===== config.mk =====
export PLATFORM = sky130hd
export DESIGN_NAME = f_adder_arb
export DESIGN_NICKNAME = d
export VERILOG_FILES = /design/src/rtl/f_adder_arb.sv
export SDC_FILE = /design/constraint.sdc
export NUM_CORES = 1
export LEC_CHECK = 0
export CORE_AREA = 2 2 156 158
export CTS_BUF_LIST = sky130_fd_sc_hd__clkbuf_8
export DETAILED_ROUTE_END_ITERATION = 16
export DIE_AREA = 0 0 158 160
export GPL_ROUTABILITY_DRIVEN = 1
export PLACE_DENSITY = 0.65
export SETUP_SLACK_MARGIN = 0.15
export SLEW_MARGIN = 20
export SYNTH_ARGS = -nofsm -noshare
export SYNTH_HDL_FRONTEND = slang
export SYNTH_SLANG_ARGS = --single-unit

===== constraint.sdc =====
create_clock -name clk -period 6.5 [get_ports clk]
set_input_delay 1.95 -clock clk [delete_from_list [all_inputs] [get_ports clk]]
set_output_delay 1.95 -clock clk [all_outputs]
set_load 0.005 [all_outputs]

===== src/rtl/f_adder_arb.sv =====
// Round-robin arbiter that shares one f_adder among N requesters and returns id-tagged results.
// Optional statistics counters are built when F_ADDER_ARB_STATS_EN is defined.
module f_adder_arb #(
    parameter int N       = 4,
    parameter int ADD_LAT = 1,
    parameter int ID_W    = (N > 1) ? $clog2(N) : 1
) (
    input  logic              clk,
    input  logic              rst,
    input  logic [N-1:0]      req_valid,
    input  logic [N*32-1:0]   req_in0,
    input  logic [N*32-1:0]   req_in1,
    input  logic [N-1:0]      req_op,
    output logic [N-1:0]      req_ready,
    output logic [31:0]       add_in0,
    output logic [31:0]       add_in1,
    output logic              add_op,
    input  logic [31:0]       add_out,
    output logic              rsp_valid,
    output logic [ID_W-1:0]   rsp_id,
    output logic [31:0]       rsp_data
`ifdef F_ADDER_ARB_STATS_EN
    ,
    input  logic              stat_clr,
    output logic [15:0]       stat_ops,
    output logic [15:0]       stat_busy
`endif
);

    localparam logic [ID_W:0] N_W = (ID_W+1)'(N);

    typedef enum logic {IDLE, BUSY} state_t;

    state_t          state, state_nxt;
    logic [ID_W-1:0] ptr, ptr_nxt, gnt_idx, id_p0;
    logic [3:0]      cnt;
    logic [2*N-1:0]  dbl;
    logic [N-1:0]    rot;
    logic [ID_W:0]   sum, inc;
    logic            found, hs, done;
    logic [31:0]     sel_in0, sel_in1;
    logic            sel_op;

    // Rotate the request vector so bit 0 is the current highest-priority requester.
    assign dbl  = {req_valid, req_valid} >> ptr;
    assign rot  = dbl[N-1:0];
    assign hs   = (state == IDLE) && found;
    assign done = (state == BUSY) && (cnt == 4'd0);

    always_comb begin
        found   = 1'b0;
        gnt_idx = '0;
        sum     = '0;
        for (int k = 0; k < N; k++) begin
            if (!found && rot[k]) begin
                found = 1'b1;
                sum   = {1'b0, ptr} + (ID_W+1)'(k);
                if (sum >= N_W) sum = sum - N_W;
                gnt_idx = sum[ID_W-1:0];
            end
        end
        inc     = {1'b0, gnt_idx} + (ID_W+1)'(1);
        ptr_nxt = (inc == N_W) ? '0 : inc[ID_W-1:0];
    end

    always_comb begin
        req_ready = '0;
        sel_in0   = '0;
        sel_in1   = '0;
        sel_op    = 1'b0;
        for (int i = 0; i < N; i++) begin
            if (gnt_idx == ID_W'(i)) begin
                sel_in0 = req_in0[32*i +: 32];
                sel_in1 = req_in1[32*i +: 32];
                sel_op  = req_op[i];
            end
        end
        if (hs) req_ready[gnt_idx] = 1'b1;
    end

    always_comb begin
        state_nxt = state;
        if (state == IDLE) begin
            if (hs) state_nxt = BUSY;
        end else if (cnt == 4'd0) begin
            state_nxt = IDLE;
        end
    end

    always_ff @(posedge clk or posedge rst) begin
        if (rst) state <= IDLE;
        else     state <= state_nxt;
    end

    // Issue stage: operands held on the adder inputs until the next grant.
    always_ff @(posedge clk or posedge rst) begin
        if (rst) begin
            ptr       <= '0;
            cnt       <= 4'd0;
            id_p0     <= '0;
            add_in0   <= '0;
            add_in1   <= '0;
            add_op    <= 1'b0;
            rsp_valid <= 1'b0;
            rsp_id    <= '0;
            rsp_data  <= '0;
        end else begin
            rsp_valid <= done;
            if (hs) begin
                add_in0 <= sel_in0;
                add_in1 <= sel_in1;
                add_op  <= sel_op;
                id_p0   <= gnt_idx;
                ptr     <= ptr_nxt;
                cnt     <= 4'(ADD_LAT);
            end else if (state == BUSY && cnt != 4'd0) begin
                cnt <= cnt - 4'd1;
            end
            // Response stage: adder result captured once the latency has elapsed.
            if (done) begin
                rsp_data <= add_out;
                rsp_id   <= id_p0;
            end
        end
    end

`ifdef F_ADDER_ARB_STATS_EN
    always_ff @(posedge clk or posedge rst) begin
        if (rst) begin
            stat_ops  <= 16'd0;
            stat_busy <= 16'd0;
        end else if (stat_clr) begin
            stat_ops  <= 16'd0;
            stat_busy <= 16'd0;
        end else begin
            if (rsp_valid && stat_ops != 16'hFFFF) stat_ops <= stat_ops + 16'd1;
            if (state == BUSY && stat_busy != 16'hFFFF) stat_busy <= stat_busy + 16'd1;
        end
    end
`endif

endmodule


Word level (Yosys, flattened, before mapping)
Index checks and enable logic that the tools add are counted.
Cells by class
  add/sub/neg operators: 9
  magnitude comparators: 6
  eq/ne operators: 4
  shift operators: 1
  muxes and demuxes: 33
  bitwise logic cells: 1
  reduce and logical (&&, ||, !) cells: 14
Operators by type and width (number)
  $mux W32: 8
  $mux W2: 9
  $mux W1: 12
  $mux W4: 3
  $ge A3 B3 Y1 const B: 3
  $shr A8 B2 Y4: 1
  $sub A2 B1 Y2 const B: 4
  $logic_and A1 B1 Y1: 7
  $add A2 B1 Y3 const B: 2
  $add A2 B2 Y3 const B: 2
  $eq A2 B2 Y1 const B: 2
  $logic_not A4 Y1: 1
  $reduce_bool A4 Y1: 1
  $sub A4 B1 Y4 const B: 1
  $eq A3 B3 Y1 const B: 1
  $ge A2 B3 Y1 const B: 1
  $logic_not A1 Y1: 3
  $lt A2 B3 Y1 const B: 1
  $demux W1 S2: 1
  $eq A2 B1 Y1 const B: 1
  $ge A2 B1 Y1 const B: 1
  $logic_not A2 Y1: 1
  $reduce_bool A2 Y1: 1
  $not A1 Y1: 1
Storage, ports and cells
  flip-flop bits (word level): 109
  bits of input ports: 298
  output and inout port bits: 104
  logic and storage cells: 78

Depth between registers and ports, before layout
Gate-level depths: netlist (run 1).
  depth in word-level cells: 16
  depth in mapped cells: 11

Least setup slack after synthesis (run 1)
Ideal clock, no wire load.
  path kind: input-to-output
  start: in req_valid[3]
  end: out req_ready[3]
  arrival time: 3579 ps
  path slack: 971 ps
  stages on the path: 10
  path through: nor4_2 buf_6 buf_8 buf_6 nor4_1 ha_1 clkbuf_1 buf_2 buf_2 and2_1
Between the ends
  cells in the longest elaborated chain, start to end: 16
  elaborated cells on any way between the ends: 22
  classes of those cells: 2 x order compare; 1 x shift; 11 x mux; 8 x reduce/logical
RTL lines
  start: declaration: line 10  | input logic [N-1:0] req_valid,
  $shr A8 B2 Y4 *: line 45  | assign dbl = {req_valid, req_valid} >> ptr;
  $mux W1: line 55  | if (!found && rot[k]) begin
  $logic_not A1 Y1: line 55
  $logic_and A1 B1 Y1: line 55
  $mux W1: line 55
  $logic_not A1 Y1: line 55
  $logic_and A1 B1 Y1: line 55
  $mux W1: line 55
  $logic_not A1 Y1: line 55
  $logic_and A1 B1 Y1: line 55
  $mux W2 *: line 55
  via gnt_idx[0]: line 35  | logic [ID_W-1:0] ptr, ptr_nxt, gnt_idx, id_p0;
  $lt A2 B3 Y1 (not written as such) / $ge A2 B1 Y1 (equally long branches): line 78  | if (hs) req_ready[gnt_idx] = 1'b1;
  $logic_and A1 B1 Y1 (not written as such): line 78
  $mux W1 (not written as such): line 78
  $demux W1 S2 *: line 78
  $mux W4 *: line 78
  end: declaration: line 14  | output logic [N-1:0] req_ready,
The timed path passes the listed nets; every way through them passes the cells marked *.

Worst setup path in the final report (run 1)
  start: in req_valid[2]
  end: out req_ready[0]
Between the ends
  cells in the longest elaborated chain, start to end: 16
  elaborated cells on any way between the ends: 22
  classes of those cells: 2 x order compare; 1 x shift; 11 x mux; 8 x reduce/logical
RTL lines (line)
  $shr A8 B2 Y4 *: 45
  $mux W1: 55
  $logic_not A1 Y1: 55
  $logic_and A1 B1 Y1: 55
  $mux W1: 55
  $logic_not A1 Y1: 55
  $logic_and A1 B1 Y1: 55
  $mux W1: 55
  $logic_not A1 Y1: 55
  $logic_and A1 B1 Y1: 55
  $mux W2: 55
  $lt A2 B3 Y1 (not written as such) / $ge A2 B1 Y1 (equally long branches): 78
  $logic_and A1 B1 Y1 (not written as such): 78
  $mux W1 (not written as such): 78
  $demux W1 S2: 78
  $mux W4 *: 78
Mark *: on every way between the ends. The rest lies on a longest branch, timed or not.

==> results of run 1 <==
==> how the worst max path moves through the flow <==
stage	start	endpoint	slack, ns
after global placement	req_valid[2]	req_ready[0]	0.32
final	req_valid[2]	req_ready[0]	0.32
after CTS	req_valid[2]	req_ready[0]	0.28
after global routing	req_valid[0]	req_ready[0]	0.20
after detailed placement	req_valid[2]	req_ready[0]	0.30
after floorplan	req_valid[3]	req_ready[3]	0.97
==> placed cells by master (no fill, tap or decap), types with 2 or more instances in the layout <==
cell and count:
nor2b_1 2, and2_1 4, nand2b_1 3, nand2_1 3
o31ai_1 2, a2bb2oi_1 27, buf_4 16, a221o_1 65
inv_12 3, ha_4 3, mux2_2 28, mux2i_1 2
nand3b_1 65, dfrtp_1 108, nor2_1 2, and3b_1 2
a21oi_1 69, clkinv_8 2, o21ai_0 3, inv_1 69
a211oi_1 65, clkdlybuf4s50_1 401, mux2_1 8, clkbuf_8 9
a2bb2oi_2 38, or2_2 2
==> synthesized netlist by cell type (3+ instances only) <==
cell,n
a211oi_1,65
a21oi_1,69
a221o_1,65
a2bb2oi_1,27
a2bb2oi_2,38
and2_1,4
buf_2,23
buf_4,13
buf_6,10
clkbuf_1,32
dfrtp_1,109
ha_1,5
inv_1,70
mux2_1,8
mux2_2,28
nand2_1,3
nand2b_1,3
nand3b_1,65
o21ai_0,3
==> critical path, stage by stage <==
cell,delay (ns)
clkdlybuf4s50_1,0.51
mux2i_1,0.19
nor2_1,0.09
or4_1,0.61
ha_2,0.24
and2_1,0.17
clkdlybuf4s50_1,0.47
==> final cells by class <==
type | instances | area, µm² | area share [%]
inverters | 70 | 265 | 2.34
clock buffers | 9 | 124 | 1.09
clock inverters | 7 | 101 | 0.895
repair buffers | 417 | 4130 | 36.5
well taps | 324 | 405 | 3.58
flip-flops and latches | 109 | 2730 | 24.1
multi-input cells | 409 | 3570 | 31.5
==> report_power, final <==
part / total [mW] / switching, mW / internal [mW]
Combinational: 2.96 / 1.29 / 1.67
Sequential: 1.26 / 0.223 / 1.03
Clock: 0.469 / 0.303 / 0.166
Total: 4.68 / 1.82 / 2.86
==> routing by layer <==
metal	up-vias	GRT usage (%)	part of all wire, %
met5	-	0	0
met4	0	6.02	2.3
met3	36	5.05	7.9
met2	298	33.3	49
met1	3334	23.7	41
li1	3244	-	-
==> registers in the layout (all words and copies together) (netlist names) <==
name       count
ptr            2
rsp_data      32
rsp_valid      1
cnt            4
id_p0          2
state          1
add_in1       32
add_in0       32
rsp_id         2
add_op         1
==> logic make-up after synthesis <==
logic type,count (synthesis),synth area share [%]
flops,109,39.1
simple gates,92,9.49
buf+inv,150,10.4
fa+ha+maj,5,0.897
compound gates,274,34.0
mux,38,6.10
==> metrics by stage <==
stage | instances | area (µm²) | power (mW) | setup WS, ns | util [%]
after CTS | 1345 | 11300 | 4.75 | 0.280 | 47.6
after global placement | 1329 | 11100 | 4.22 | 0.319 | 46.6
after global routing | 1345 | 11300 | 5.00 | 0.203 | 47.6
final | 1345 | 11300 | 4.68 | 0.321 | 47.6
after detailed placement | 1329 | 11100 | 4.25 | 0.297 | 46.6
after floorplan | 668 | 6980 | 3.03 | 0.971 | -
==> reports/metrics.yaml, run 1 <==
status: "finished, final reports clean"
syn-cell-area_mm2: 0.00698
antenna_found_initial: 0
num_rows: 57
grt_overflow: 0
synthArstFlopShare_pct: 100
syn_nets: 971
drt_iter0_markers: 399
relSlewSlack_pct: 36.7
drt-wirelength-per-cell_um: 19.3
synthCells: 668
ys_seq_area_share_pct: 39.1
p_leak_nw: 4.33
ys.warnings.count: 0
startpoint_type: "input pin"
grtUsageTotal_pct: 19.4
core_area_mm2: 0.0238
start_util_pct: 29.3
rsz0062_at_grt: "false"
cts_buffers: 9
grt_max_degree: 80
slew_viol_final: 0
gp_congestion: 0.830
hold_path.class: "reg -> reg"
synth_edf_count: 0
reg2reg_to: "add_in0[8]$_DFFE_PP0P_"
cts_tree: "done"
critPathKind: "in -> out"
yosys.area.top_type: "dfrtp_1"
design.die.area_mm2: 0.0253
drc: 0
ff2ff_path_depth: 10
fin_tns_setup_ns: 0
powerDensity_mw_per_mm2: 413
clock.fmax_ghz: 0.162
min_period_ns: 6.18
ys_seq_elements: 109
nNetsFinal: 1319
cap_violations: 0
io_pins: 402
synth_top_area_share_pct: 39.1
grt_pass1_wl_um: 38400
tightest_slew_ns: 0.950
final_hold_viol_count: 0
diodes: 0
area_growth_pct: 62.4
setup_viol: 0
clock_latency_ns: 0.40
reg2reg_slack_ns: 3.12
clock_path_buffers: 2
cts.hold.buffers_added: 0
cts.sink_count: 109
r2r_start: "ptr[1]$_DFFE_PP0P_"
cts_resized: 0
die_x_um: 158
skew_ns: 0.0247
layout-drive-gt1-share_pct: 10.7
whs_path_depth: 1
avgSynthCellArea_um2: 10.4
ant_nets: 0
crit_arrival_ns: 4.23
fp.dieH_um: 160
cts-root-buf: "clkbuf_8"
synth_flop_cell: "dfrtp_1"
crit_path_max_fanout: 5
htreeDepth: 3
path_clk_slew_ns: 0.14
totalWireLength_um: 26000
synth_cell_types: 41
num-fill-cells: 2304
postCtsSetupBuffers: 0
hold_start: "rsp_data[2]$_DFFE_PP0P_"
grt_pass1_vias: 6928
port_buffers: 401
worst_setup_path_end_kind: "output port"
vias_per_cell: 5.14
synthTopCellsByArea: "dfrtp_1 39%, a221o_1 9.3%, a2bb2oi_2 8.2%"
post-route-period-util_pct: 95.1
ir_worst_vdd_mv: 0.173
hpwlAfterDp_um: 18300
worstPathRequired_ns: 4.55
holdWs_ns: 0.505
min_to: "rsp_data[2]$_DFFE_PP0P_"
drtPass1Iterations: 5
via_count: 6912
Note: power is estimated with default switching activity, not from simulation.
==> inputs of run 2 (changes only) <==
--- a/config.mk
+++ b/config.mk
@@ -7,6 +7,7 @@
 export LEC_CHECK = 0
 export CORE_AREA = 2 2 156 158
 export CTS_BUF_LIST = sky130_fd_sc_hd__clkbuf_8
+export CTS_CLUSTER_DIAMETER = 30
 export DETAILED_ROUTE_END_ITERATION = 16
 export DIE_AREA = 0 0 158 160
 export GPL_ROUTABILITY_DRIVEN = 1
==> results of run 2 <==
Same layout as run 1: the final DEF is identical, and so are final timing and power.
==> inputs of run 3 (changes only) <==
--- a/config.mk
+++ b/config.mk
@@ -5,13 +5,11 @@
 export SDC_FILE = /design/constraint.sdc
 export NUM_CORES = 1
 export LEC_CHECK = 0
-export CORE_AREA = 2 2 156 158
-export CTS_BUF_LIST = sky130_fd_sc_hd__clkbuf_8
+export CORE_AREA = 2 2 157 159
 export CTS_CLUSTER_DIAMETER = 30
 export DETAILED_ROUTE_END_ITERATION = 16
-export DIE_AREA = 0 0 158 160
+export DIE_AREA = 0 0 159 161
 export GPL_ROUTABILITY_DRIVEN = 1
-export PLACE_DENSITY = 0.65
 export SETUP_SLACK_MARGIN = 0.15
 export SLEW_MARGIN = 20
 export SYNTH_ARGS = -nofsm -noshare
==> run 3 against run 2 <==
Against the previous run:
- count of clock-buffer cells in the layout is the same
- global-route usage grew 0.47 points
- core utilization grew 0.056 points
- register-to-register slack gained 0.11 ns
- first-iteration DRC count shrank 23%
- sequential cell count is the same
- sequential share of layout area shrank 0.15 points
- die area grew 1.3%
- routed wire length grew 1.4%
- fmax grew 0.23%
- highest routed layer is now met5
==> reports/metrics.yaml, run 3 (same netlist as run 1, synthesis figures left out) <==
path_clk_slew_ns: 0.09  # was 0.14 ns
cts.sink_count: 109  # unchanged
fp.dieH_um: 161  # was 160 µm
clock_latency_ns: 0.36  # was 0.40 ns
p_seq_share_pct: 27.7  # was 26.8%
start_util_pct: 29.1  # was 29.3%
crit_arrival_ns: 4.21  # was 4.23 ns
switchingPower_mw: 1.82  # about the same
cap_violations: 0  # unchanged
via_count: 6931  # was 6912
gp_congestion: 0.803  # was 0.830
num-fill-cells: 2290  # was 2304
nNetsFinal: 1318  # was 1319
skew_ns: 0.0102  # was 0.0247 ns
power.share.clock_pct: 12.1  # was 10.0%
vias_per_cell: 5.16  # was 5.14
worstPathRequired_ns: 4.55  # about the same
diodes: 0  # unchanged
hold_path.class: "reg -> reg"  # unchanged
totalWireLength_um: 26300  # was 26000 µm
relSlewSlack_pct: 32.8  # was 36.7%
switching_share_pct: 37.9  # was 38.8%
antenna_found_initial: 1  # was 0
min_period_ns: 6.16  # was 6.18 ns
ir_worst_vdd_mv: 0.269  # was 0.173 mV
rsz0062_at_grt: "false"  # unchanged
tightest_slew_ns: 1.01  # was 0.950 ns
p_int_mw: 2.98  # was 2.86 mW
cts_resized: 0  # unchanged
hpwlAfterDp_um: 18900  # was 18300 µm
drt-wirelength-per-cell_um: 19.6  # was 19.3 µm
multi_input_area_mm2: 0.00357  # unchanged
cts.hold.buffers_added: 0  # unchanged
die_x_um: 159  # was 158 µm
power_mw: 4.80  # was 4.68 mW
post-route-period-util_pct: 94.8  # was 95.1%
layout_common_cells: "401 x clkdlybuf4s50_1, 108 x dfrtp_1, 69 x inv_1, 69 x a21oi_1"  # unchanged
num_rows: 57  # unchanged
final_common_cell: "clkdlybuf4s50_1"  # unchanged
design.die.area_mm2: 0.0256  # was 0.0253 mm²
crit_path_max_fanout: 5  # unchanged
slew_viol_final: 0  # unchanged
whs_path_depth: 1  # unchanged
io_pins: 402  # unchanged
p_leak_nw: 4.37  # was 4.33 nW
ff2ff_path_depth: 10  # unchanged
clock.fmax_ghz: 0.162  # about the same
reg_top3: "add_in0 x32, add_in1 x32, rsp_data x32"  # unchanged
cts_buffers: 9  # unchanged
grt_pass1_vias: 6858  # was 6928
cts-root-buf: "clkbuf_16"  # was clkbuf_8
combPwrFrac_pct: 60.2  # was 63.2%
worst_setup_path_end_kind: "output port"  # unchanged
startpoint_type: "input pin"  # unchanged
final_hold_viol_count: 0  # unchanged
setup_viol: 0  # unchanged
port_buffers: 401  # unchanged
grtUsageTotal_pct: 19.9  # was 19.4%
grt_pass1_wl_um: 39900  # was 38400 µm
htreeDepth: 3  # unchanged
core_area_mm2: 0.0240  # was 0.0238 mm²
postCtsSetupBuffers: 0  # unchanged
grt_overflow: 0  # unchanged
fin_tns_setup_ns: 0  # unchanged
powerDensity_mw_per_mm2: 420  # was 413 mW/mm²
cts_tree: "done"  # unchanged
critPathKind: "in -> out"  # unchanged
ant_nets: 0  # unchanged
drc: 0  # unchanged
layout-drive-gt1-share_pct: 10.6  # was 10.7%
clock_path_buffers: 2  # unchanged
drtPass1Iterations: 4  # was 5
grt_max_degree: 84  # was 80
drt_iter0_markers: 306  # was 399
status: "finished, final reports clean"  # unchanged
area_growth_pct: 63.6  # was 62.4%
postLayoutCoreUtil_pct: 47.6  # about the same
register_area_mm2: 0.00273  # about the same
-- run 3: per-layer routing --
metal | global-route usage (%) | wire length (µm) | vias up
met4 | 5.95 | 574 | 2
li1 | - | - | 3244
met1 | 23.5 | 10600 | 3362
met5 | 0 | 13 | -
met2 | 35.1 | 13100 | 290
met3 | 5.68 | 2010 | 33
-- run 3: worst paths after layout --
kind / from / endpoint / slack (ns)
worst max-delay path: req_valid[2] / req_ready[0] / 0.34
worst min-delay path: rsp_data[6]$_DFFE_PP0P_ / rsp_data[6]$_DFFE_PP0P_ / 0.49
worst max register to register: ptr[1]$_DFFE_PP0P_ / add_in0[8]$_DFFE_PP0P_ / 3.23
worst min register to register: rsp_data[6]$_DFFE_PP0P_ / rsp_data[6]$_DFFE_PP0P_ / 0.49
max in group asynchronous: rst / state$_DFF_PP0_ / 3.65
min in group asynchronous: rst / rsp_data[11]$_DFFE_PP0P_ / 1.89
-- run 3: per-stage QoR --
stage | cell area (µm²) | cells | hold WS [ns] | setup WS [ns]
4_1_cts | 11400 | 1344 | 0.496 | 0.314
5_1_grt | 11400 | 1344 | 0.518 | 0.152
6_report | 11400 | 1344 | 0.491 | 0.335
3_5_place_dp | 11100 | 1328 | 0.475 | 0.326
3_3_place_gp | 11100 | 1328 | 0.468 | 0.341
2_1_floorplan | 6980 | 668 | 0.467 | 0.971
-- run 3: area by class of cell --
cell class	instances	share of cell area, %
sequential	109	23.9
timing repair buffer	416	36.2
clock inverter	7	0.757
clock buffer	9	1.97
tap	324	3.55
multi-input combinational	409	31.3
inverter	70	2.33
-- run 3: power by group through the flow --
stage                     Combinational, mW  Sequential [mW]  Clock [mW]
after detailed placement               2.92             1.34           0
after CTS                              2.93             1.33       0.602
after floorplan                        1.76             1.27           0
final                                  2.89             1.33       0.581
after global routing                   3.10             1.39       0.634
after global placement                 2.90             1.33           0
-- run 3: critical path, stage by stage --
cell and delay [ns]:
clkdlybuf4s50_1 0.51, mux2i_1 0.19, nor2_1 0.09, or4_1 0.61, ha_2 0.24, and2_1 0.13, clkdlybuf4s50_1 0.49
